===== src/rtl/dmem_stream_ctrl.sv =====
// dmem_stream_ctrl
// Initiator-side controller for the byte-wide data memory. Moves a contiguous
// block of bytes between a byte stream and memory, and drives the memory port
// only while busy.
//   LOAD (dir=0): accepts in_valid/in_data bytes and writes them to memory.
//   DUMP (dir=1): reads memory (combinational read) and presents each byte on
//                 out_valid/out_data, advancing on out_ready.
// Ports:
//   clk, reset (synchronous, active-low)
//   start, dir, base_addr, length     block request, sampled only in IDLE
//   in_valid, in_data, in_ready       input byte stream
//   out_valid, out_data, out_ready    output byte stream
//   MemAddr, MemWriteEn, MemWriteData, MemReadSel, MemReadData   memory port
//   busy                              high while in LOAD or DUMP
//   done                              one-cycle pulse after a block completes
module dmem_stream_ctrl #(
  parameter int unsigned W     = 8,
  parameter int unsigned LEN_W = 9
) (
  input  logic             clk,
  input  logic             reset,
  input  logic             start,
  input  logic             dir,
  input  logic [W-1:0]     base_addr,
  input  logic [LEN_W-1:0] length,
  input  logic             in_valid,
  input  logic [W-1:0]     in_data,
  output logic             in_ready,
  output logic             out_valid,
  output logic [W-1:0]     out_data,
  input  logic             out_ready,
  output logic [W-1:0]     MemAddr,
  output logic             MemWriteEn,
  output logic [W-1:0]     MemWriteData,
  output logic             MemReadSel,
  input  logic [W-1:0]     MemReadData,
  output logic             busy,
  output logic             done
);

  typedef enum logic [1:0] {StIdle, StLoad, StDump} state_e;

  state_e           state_q, state_d;
  logic [W-1:0]     addr_q, addr_d;
  logic [LEN_W-1:0] rem_q, rem_d;
  logic             done_q, done_d;

  always_comb begin
    state_d      = state_q;
    addr_d       = addr_q;
    rem_d        = rem_q;
    done_d       = 1'b0;
    in_ready     = 1'b0;
    out_valid    = 1'b0;
    out_data     = '0;
    MemAddr      = '0;
    MemWriteEn   = 1'b0;
    MemWriteData = '0;
    MemReadSel   = 1'b0;
    busy         = 1'b0;

    unique case (state_q)
      StIdle: begin
        if (start) begin
          addr_d = base_addr;
          rem_d  = length;
          if (length == '0) begin
            done_d = 1'b1;
          end else begin
            state_d = dir ? StDump : StLoad;
          end
        end
      end

      StLoad: begin
        busy         = 1'b1;
        // Gating with reset keeps an abandoned block from writing at the reset edge.
        in_ready     = reset;
        MemAddr      = addr_q;
        MemWriteData = in_data;
        MemWriteEn   = in_valid & reset;
        if (in_valid) begin
          addr_d = addr_q + W'(1);
          rem_d  = rem_q - LEN_W'(1);
          if (rem_q == LEN_W'(1)) begin
            state_d = StIdle;
            done_d  = 1'b1;
          end
        end
      end

      StDump: begin
        busy       = 1'b1;
        MemReadSel = 1'b1;
        MemAddr    = addr_q;
        out_valid  = 1'b1;
        // addr only moves on out_ready, so out_data holds steady while stalled.
        out_data   = MemReadData;
        if (out_ready) begin
          addr_d = addr_q + W'(1);
          rem_d  = rem_q - LEN_W'(1);
          if (rem_q == LEN_W'(1)) begin
            state_d = StIdle;
            done_d  = 1'b1;
          end
        end
      end

      default: state_d = StIdle;
    endcase
  end

  always_ff @(posedge clk) begin
    if (!reset) begin
      state_q <= StIdle;
      addr_q  <= '0;
      rem_q   <= '0;
      done_q  <= 1'b0;
    end else begin
      state_q <= state_d;
      addr_q  <= addr_d;
      rem_q   <= rem_d;
      done_q  <= done_d;
    end
  end

  assign done = done_q;

endmodule


===== config.mk =====
export PLATFORM = sky130hd
export DESIGN_NAME = dmem_stream_ctrl
export DESIGN_NICKNAME = d
export VERILOG_FILES = /design/src/rtl/dmem_stream_ctrl.sv
export SDC_FILE = /design/constraint.sdc
export NUM_CORES = 1
export LEC_CHECK = 0
export CORE_AREA = 5 5 65 67
export CTS_CLUSTER_SIZE = 12
export DETAILED_ROUTE_END_ITERATION = 10
export DIE_AREA = 0 0 70 72
export GPL_TIMING_DRIVEN = 0
export HOLD_SLACK_MARGIN = 0.08
export PLACE_DENSITY = 0.94
export SETUP_SLACK_MARGIN = 0.5
export SLEW_MARGIN = 15
export SYNTH_ARGS = -nofsm -noshare
export SYNTH_HDL_FRONTEND = slang
export SYNTH_SLANG_ARGS = --single-unit

===== constraint.sdc =====
create_clock -name clk -period 6.8 [get_ports clk]
set_clock_uncertainty 0.15 [all_clocks]
set_input_delay 2.04 -clock clk [delete_from_list [all_inputs] [get_ports clk]]
set_output_delay 2.04 -clock clk [all_outputs]
set_load 0.05 [all_outputs]

* Word level (Yosys, flattened, before mapping) *
Index checks and enable logic that the tools add are counted.
W data, S select, Z words.

operators by class
  bitwise operators = 1
  reductions and logical operators = 6
  mux-type cells = 28
  add/sub/neg operators = 2
  eq/ne operators = 7

operators by type and width
  kind                   number
  $mux W8                6
  $mux W9                3
  $pmux W9 S3            1
  $pmux W8 S3            1
  $mux W2                6
  $eq A9 B1 Y1 const B   1
  $logic_not A9 Y1       1
  $mux W1                9
  $sub A9 B1 Y9 const B  1
  $add A8 B1 Y8 const B  1
  $ne A2 B2 Y1 const B   4
  $reduce_and A4 Y1      2
  $pmux W2 S3            1
  $pmux W1 S3            1
  $reduce_bool A3 Y1     1
  $eq A2 B1 Y1 const B   1
  $eq A2 B2 Y1 const B   1
  $logic_not A2 Y1       1
  $reduce_or A2 Y1       1
  $and A1 B1 Y1          1

word-level totals
  register bits after elaboration = 20
  word-level logic and storage cells = 48
  output and inout port bits = 30

* Longest topological paths before layout *
Gate-level depths: netlist (run 1).

  word-level depth = 4
  depth in mapped cells = 9
  mapped depth without buffers = 6

* Worst setup path after synthesis (run 1) *
OpenSTA, ideal clock, no wires.

  path type = input -> output
  from = input reset
  to = output MemWriteEn
  path buffers = 1
  arrival time = 2.759 ns
  stages = 2
  setup slack = 1.851 ns
  data required time = 4.610 ns
  cells stage by stage = clkbuf_1 > and3_1

between the ends
  word-level cells in the longest chain between the ends = 2

RTL lines
  item                RTL line  RTL
  start: declaration  21        input logic reset,
  $and A1 B1 Y1       81        MemWriteEn = in_valid & reset;
  $mux W1             62        unique case (state_q)
  end: declaration    33        output logic MemWriteEn,

No other way between the ends.

* Worst setup path after layout (run 1) *
  from = input in_valid
  to = output MemWriteEn

between the ends
  word-level cells in the longest chain between the ends = 2

RTL lines
  item                RTL line  RTL
  start: declaration  26        input logic in_valid,
  $and A1 B1 Y1       81
  $mux W1             62

No other way between the ends.

==> results of run 1 <==
-- metrics by stage --
step	power, mW	util [%]
CTS	0.861	64.4
finish	0.867	64.4
detailed placement	0.762	62.9
floorplan	0.594	-
global route	0.922	64.4
global placement	0.743	62.9
-- layer usage --
layer / vias up / GRT usage [%] / share of wire [%]
li1: 851 / - / -
met5: - / 0 / 0
met4: 0 / 7.45 / 2.1
met2: 84 / 32.6 / 53
met1: 795 / 20.0 / 38
met3: 10 / 4.43 / 7.4
-- report_power, final --
| group | switching [mW] | internal [mW] |
|---|---|---|
| Sequential | 0.0442 | 0.155 |
| Combinational | 0.346 | 0.221 |
| Clock | 0.0402 | 0.0597 |
-- placed cells by master (no fill, tap or decap), types with 8 or more instances in the layout --
master and instances:
nand2_1 11, and2_1 19, dfxtp_1 20, o21ai_0 20, nor2_1 9, ha_1 8
a21oi_1 18, nor3_1 8, nor2b_1 9, clkdlybuf4s50_1 67, clkbuf_1 8, and2_2 8
-- cell type report --
cell class	count	area, sq um	area share, %
sequential	20	400	17.4
inverter	7	26.3	1.14
clock inverter	1	30.0	1.30
clock buffer	3	22.5	0.977
timing repair buffer	67	671	29.1
buffer	13	70.1	3.04
tap	48	60.1	2.61
multi-input combinational	159	1020	44.5
-- path summary, 6_finish.rpt --
check	start	to	slack, ns	depth (start not counted)
min reg2reg	rem_q[8]	rem_q[8]	0.37	2
min	rem_q[8]	rem_q[8]	0.37	2
max	in_valid	MemWriteEn	1.12	3
max reg2reg	state_q[0]	rem_q[6]	4.38	8
-- kinds of logic (layout without fill, tap and decap cells) --
kind of cell | Yosys count | in the layout | synth area share, %
AOI/OAI and AO/OA | 55 | 55 | 21.3
adders and majority gates | 8 | 8 | 6.58
buffers and inverters | 20 | 91 | 6.33
DFF | 20 | 20 | 26.3
muxes | 5 | 5 | 3.37
and+or+nand+nor | 91 | 91 | 36.1
-- worst reg2reg max path, delay by kind of cell (launching register included) --
family | cells | cell delay (ns)
buffers and inverters | 3 | 0.58
AOI/OAI and AO/OA | 2 | 0.26
and+or+nand+nor | 2 | 0.68
adders and majority gates | 1 | 0.25
DFF | 1 | 0.43
-- state kept, by name, summed over array words and instances (netlist names) --
register and count:
state_q 2, done 1, addr_q 8, rem_q 9
==> metrics.md, run 1 <==
| Metric | Value |
|---|---|
| Relative area change from synthesis to final layout | 51.5% |
| Clock buffers created by TritonCTS | 3 |
| Count of unique library cells instantiated by Yosys | 41 |
| Syn_area_per_cell | 7.65 sq um |
| Worst-case headroom to the max-slew limit | 61.1% |
| Routed Antenna Nets | 0 |
| Run status | finished clean |
| Flops & latches, synth | 20 |
| Number of buffers inserted by port buffering | 67 |
| Clock slew at the register clock pins of the worst setup and hold paths | 0.11 ns |
| Static leakage | 0.854 nW |
| Iteration-0 DRC count of the detailed router | 187 |
| Commonest cells post-synth | 20 x dfxtp_1, 20 x o21ai_0, 19 x and2_1 |
| Predominant post-synthesis flop cell | dfxtp_1 |
| Global placer's final weighted congestion | 0.869 |
| Wire length of the first global-routing pass | 7440 um |
| Critical Path End Type | output pin |
| Cell area after placement | 2250 sq um |
| Worst Path Buf+Inv | 2 |
| Gr usage total | 18.0% |
| Max Transition Viols Final | 0 |
| Number of enable flip-flop cells after synthesis | 0 |
| Max Cap Viol | 0 |
| IO Pins | 69 |
| Net count after synthesis | 246 |
| Max H-tree Level | 1 |
| Area enclosed by the die boundary | 5040 sq um |
| Cell types occupying the most area after synthesis | dfxtp_1 26%, and2_1 7.8%, ha_1 6.6% |
| Worst supply voltage drop on vdd | 0.166 mV |
| Count of placed standard cells in the final layout, fillers left out | 318 |
| Cts repair resizes | 0 |
| Clock Latency Late Sink | 0.32 ns |
| Worst hold path class | flop to flop |
| Share of cells above drive strength 1 | 8.15% |
| CP max stage delay | 0.80 ns |
| Clock tree from TritonCTS | built |
| Maximum buffer depth of the clock tree | 2 |
| Y dimension of the die | 72 um |
| CTS Hold Buffers Added | 0 |
| Number of nets in the layout | 318 |
| Setup TNS | 0 ns |
| Category of cells accounting for the largest share of critical-path delay | buffers and inverters |
| Post-Place Worst Slack | 1.11 ns |
| Overall via count from detail_route | 1740 |
| Cell count after synthesis | 199 |
| Cell Pwr Density | 376 nW/um^2 |
| Post-Syn Area | 1520 sq um |
| Die X | 70 um |
| Average detailed-routed wire length per instance | 14.8 um |
| Final-report hold violation count | 0 |
| Fill cell instance count of the final layout | 301 |
| Share of the cycle needed by the critical path after routing | 83.5% |
| Root cell of the clock tree | clkbuf_4 |
| Warnings, synthesis | 0 |
| Initial antenna violation count | 0 |
| Startpoint type of the worst setup path | input pin |
| Path type of the worst setup path | input pin to output pin |
| Total global routing overflow | 0 |
| Final hold slack | 0.368 ns |
| Share of Yosys cell area claimed by the top area cell type | 26.3% |
| Crit path required time | 4.61 ns |
| Antenna diode count | 0 |
| Most used cell along the critical path | clkdlybuf4s50_1 |
| Final worst slack | 1.12 ns |
| Area leader, netlist | dfxtp_1 |
| CTS Sinks | 20 |
| Fraction of the yosys area taken by sequential cells | 26.3% |
| Final HPWL from detailed placement | 3680 um |
| Worst-Margin Slew | 0.579 ns |
| Final min period | 5.68 ns |
| Number of detailed-route iterations in the first pass | 5 |
| Achievable clock frequency | 176 MHz |
| Finished layout cell area | 2300 sq um |
| Floorplan core area | 3580 sq um |
| Via count of the first global-routing pass | 1645 |
| Total wire length | 4700 um |
| Final routed DRC violation total | 0 |
| Placed cells | 314 |
| Pin count of the biggest net entering global routing | 13 |
| Peak fanout along the critical path | 3 |
| Setup bufs post-CTS | 0 |
| Starting density of the core | 42.5% |
| Share of flip-flops with an asynchronous set or reset after synthesis | 0% |
| Setup repair after global routing missed its margin | no |
| Worst endpoint data arrival time | 3.49 ns |
| Total setup violations reported at the end of the flow | 0 |
| Cell Rows | 22 |
| CP max stage cell | clkdlybuf4s50_1 |
| Number of vias per cell | 5.47 |
| CP cell instances | clkdlybuf4s50_1 > and3_1 > clkdlybuf4s50_1 |
Power figures use the tool's default switching activity.
==> inputs of run 2 (changes only) <==
--- a/config.mk
+++ b/config.mk
@@ -5,13 +5,13 @@
 export SDC_FILE = /design/constraint.sdc
 export NUM_CORES = 1
 export LEC_CHECK = 0
-export CORE_AREA = 5 5 65 67
+export CORE_AREA = 5 5 67 69
 export CTS_CLUSTER_SIZE = 12
 export DETAILED_ROUTE_END_ITERATION = 10
-export DIE_AREA = 0 0 70 72
+export DIE_AREA = 0 0 72 74
 export GPL_TIMING_DRIVEN = 0
 export HOLD_SLACK_MARGIN = 0.08
-export PLACE_DENSITY = 0.94
+export PLACE_DENSITY = 0.89
 export SETUP_SLACK_MARGIN = 0.5
 export SLEW_MARGIN = 15
 export SYNTH_ARGS = -nofsm -noshare
==> constraint.sdc (replaced) <==
create_clock -name clk -period 5.25 [get_ports clk]
set_clock_uncertainty 0.15 [all_clocks]
set_input_delay 1.575 -clock clk [delete_from_list [all_inputs] [get_ports clk]]
set_output_delay 1.575 -clock clk [all_outputs]
set_load 0.05 [all_outputs]
==> metrics.md, run 2 (synthesis results as in run 1) <==
| Metric | Value |
|---|---|
| Sw Share | 48.7% (-0.94 points) |
| Peak fanout along the critical path | 1 (-2) |
| IO Pins | 69 (unchanged) |
| Worst supply voltage drop on vdd | 0.219 mV (+32%) |
| Number of buffers inserted by port buffering | 67 (unchanged) |
| CP cell instances | clkdlybuf4s50_1 > and2_2 > clkdlybuf4s50_1 |
| Share of total power in combinational logic | 63.7% (-1.8 points) |
| Worst-case headroom to the max-slew limit | 57.4% (-3.7 points) |
| CTS Sinks | 20 (unchanged) |
| Floorplan core area | 3860 sq um (+7.8%) |
| Total setup violations reported at the end of the flow | 0 (unchanged) |
| Worst endpoint data arrival time | 2.97 ns (-0.52 ns) |
| Routed metal-1 wirelength | 1960 um (+11%) |
| Fill cell instance count of the final layout | 361 (+20%) |
| Worst hold path class | flop to flop |
| Clock share of power | 13.6% (+2.1 points) |
| Met2 layer wire length in the routed design | 2220 um (-11%) |
| Worst Path Buf+Inv | 2 (unchanged) |
| Gr usage total | 17.3% (-0.68 points) |
| Setup TNS | 0 ns (unchanged) |
| Antenna diode count | 0 (unchanged) |
| Wire length of the first global-routing pass | 7450 um (+0.19%) |
| Clock Latency Late Sink | 0.26 ns (-0.06 ns) |
| Number of nets in the layout | 318 (unchanged) |
| Y dimension of the die | 74 um (+2.8%) |
| Setup repair after global routing missed its margin | no |
| Final min period | 4.70 ns |
| Startpoint type of the worst setup path | input pin |
| DR top layer | met4 |
| Number of detailed-route iterations in the first pass | 4 (-1) |
| Max reg flops | 9 (unchanged) |
| Area enclosed by the die boundary | 5330 sq um (+5.7%) |
| CP max stage cell | clkdlybuf4s50_1 |
| Setup bufs post-CTS | 0 (unchanged) |
| Overall via count from detail_route | 1709 (-1.8%) |
| Total wire length | 4690 um (-0.26%) |
| Static leakage | 0.866 nW (+1.5%) |
| Maximum buffer depth of the clock tree | 2 (unchanged) |
| Die X | 72 um (+2.9%) |
| Pin count of the biggest net entering global routing | 13 (unchanged) |
| Achievable clock frequency | 213 MHz |
| Run status | finished clean |
| Cell Rows | 23 (+4.5%) |
| Max Cap Viol | 0 (unchanged) |
| Routed Antenna Nets | 0 (unchanged) |
| Storage cell area | 400 sq um (unchanged) |
| Internal cell power | 589 uW (+35%) |
| CTS Hold Buffers Added | 0 (unchanged) |
| Total area of multi-input combinational cells | 1020 sq um (unchanged) |
| Net switching power figure | 560 uW (+30%) |
| Root cell of the clock tree | clkbuf_8 |
| Share of the cycle needed by the critical path after routing | 89.5% |
| Iteration-0 DRC count of the detailed router | 72 (-61%) |
| Starting density of the core | 39.5% (-3.1 points) |
| Clock buffers created by TritonCTS | 3 (unchanged) |
| Total global routing overflow | 0 (unchanged) |
| Critical Path End Type | output pin |
| Most used cell along the critical path | clkdlybuf4s50_1 |
| Max H-tree Level | 1 (unchanged) |
| Crit path required time | 3.53 ns (-1.08 ns) |
| Core Util, Final | 60.3% (-4.1 points) |
| Met3 wirelength from detailed routing | 467 um (+33%) |
| Max Transition Viols Final | 0 (unchanged) |
| Largest registers ranked by flip-flop count | rem_q x9, addr_q x8, state_q x2 |
| Path type of the worst setup path | input pin to output pin |
| Most common library cell in the layout ignoring fill and taps | clkdlybuf4s50_1 |
| Commonest cells after routing, fill and taps aside | 66 x clkdlybuf4s50_1, 20 x o21ai_0, 20 x dfxtp_1, 19 x and2_1, 18 x a21oi_1 |
| Via count of the first global-routing pass | 1632 (-0.79%) |
| Number of vias per cell | 5.34 (-2.4%) |
| Worst-Margin Slew | 0.633 ns (+0.0541 ns) |
| Final-report hold violation count | 0 (unchanged) |
| Relative area change from synthesis to final layout | 52.8% |
| Cell Pwr Density | 494 nW/um^2 (+31%) |
| Category of cells accounting for the largest share of critical-path delay | buffers and inverters |
| Final HPWL from detailed placement | 3710 um (+0.75%) |
| Initial antenna violation count | 0 (unchanged) |
| Clock slew at the register clock pins of the worst setup and hold paths | 0.08 ns (-0.03 ns) |
| Global placer's final weighted congestion | 0.932 (+7.3%) |
| Average detailed-routed wire length per instance | 14.7 um (-0.88%) |
| Clock tree from TritonCTS | built |
| Cts repair resizes | 1 (+1) |
| Final routed DRC violation total | 0 (unchanged) |
| Reg power frac | 22.7% (-0.3 points) |
| Share of cells above drive strength 1 | 8.15% (unchanged) |
| Register bank with the most flops | rem_q |
| CP max stage delay | 0.79 ns (about the same) |
[run 2: cell types whose count changed in the layout (fill, tap and decap cells not counted), sizes merged]
cell / delta
clkdlybuf4s50: -1
dlygate4sd2: +1
[run 2: tightest hold or removal path, delay by kind of cell (launching register included)]
family             cells  cell delay (ns)
DFF                    1             0.32
AOI/OAI and AO/OA      2             0.13
[run 2: layout make-up]
| class | count | share of cell area (%) |
|---|---|---|
| buffer | 13 | 3.01 |
| inverter | 7 | 1.13 |
| clock buffer | 3 | 1.78 |
| tap | 50 | 2.69 |
| multi-input combinational | 159 | 44.1 |
| clock inverter | 1 | 1.29 |
| sequential | 20 | 17.2 |
| timing repair buffer | 67 | 28.8 |
[run 2: metrics by stage]
step	hold WS [ns]	instance area [sq um]	total power, mW	cells	worst slack, ns
3_5_place_dp	0.342	2250	0.987	316	0.487
6_report	0.351	2320	1.15	320	0.554
5_1_grt	0.389	2320	1.22	320	0.524
2_1_floorplan	0.310	1520	0.769	199	1.23
3_3_place_gp	0.330	2250	0.968	316	0.506
4_1_cts	0.352	2320	1.14	320	0.548
[run 2: path summary, 6_finish.rpt]
kind	from	endpoint	slack (ns)	cells after the start
setup reg to reg	state_q[0]	addr_q[3]	2.79	8
hold / removal	rem_q[7]	rem_q[7]	0.35	2
setup / recovery	MemReadData[3]	out_data[3]	0.55	3
hold reg to reg	rem_q[7]	rem_q[7]	0.35	2
[run 2: layer usage]
layer / GRT usage, % / up-vias
met2: 30.5 / 92
li1: - / 850
met3: 3.78 / 7
met1: 21.2 / 760
met5: 0 / -
met4: 4.80 / 0
[run 2: power groups by stage]
stage	sequential [mW]	combinational [mW]	clock, mW
finish	0.261	0.732	0.156
global route	0.268	0.788	0.161
CTS	0.258	0.729	0.156
detailed placement	0.261	0.726	0
global placement	0.258	0.710	0
floorplan	0.245	0.524	0
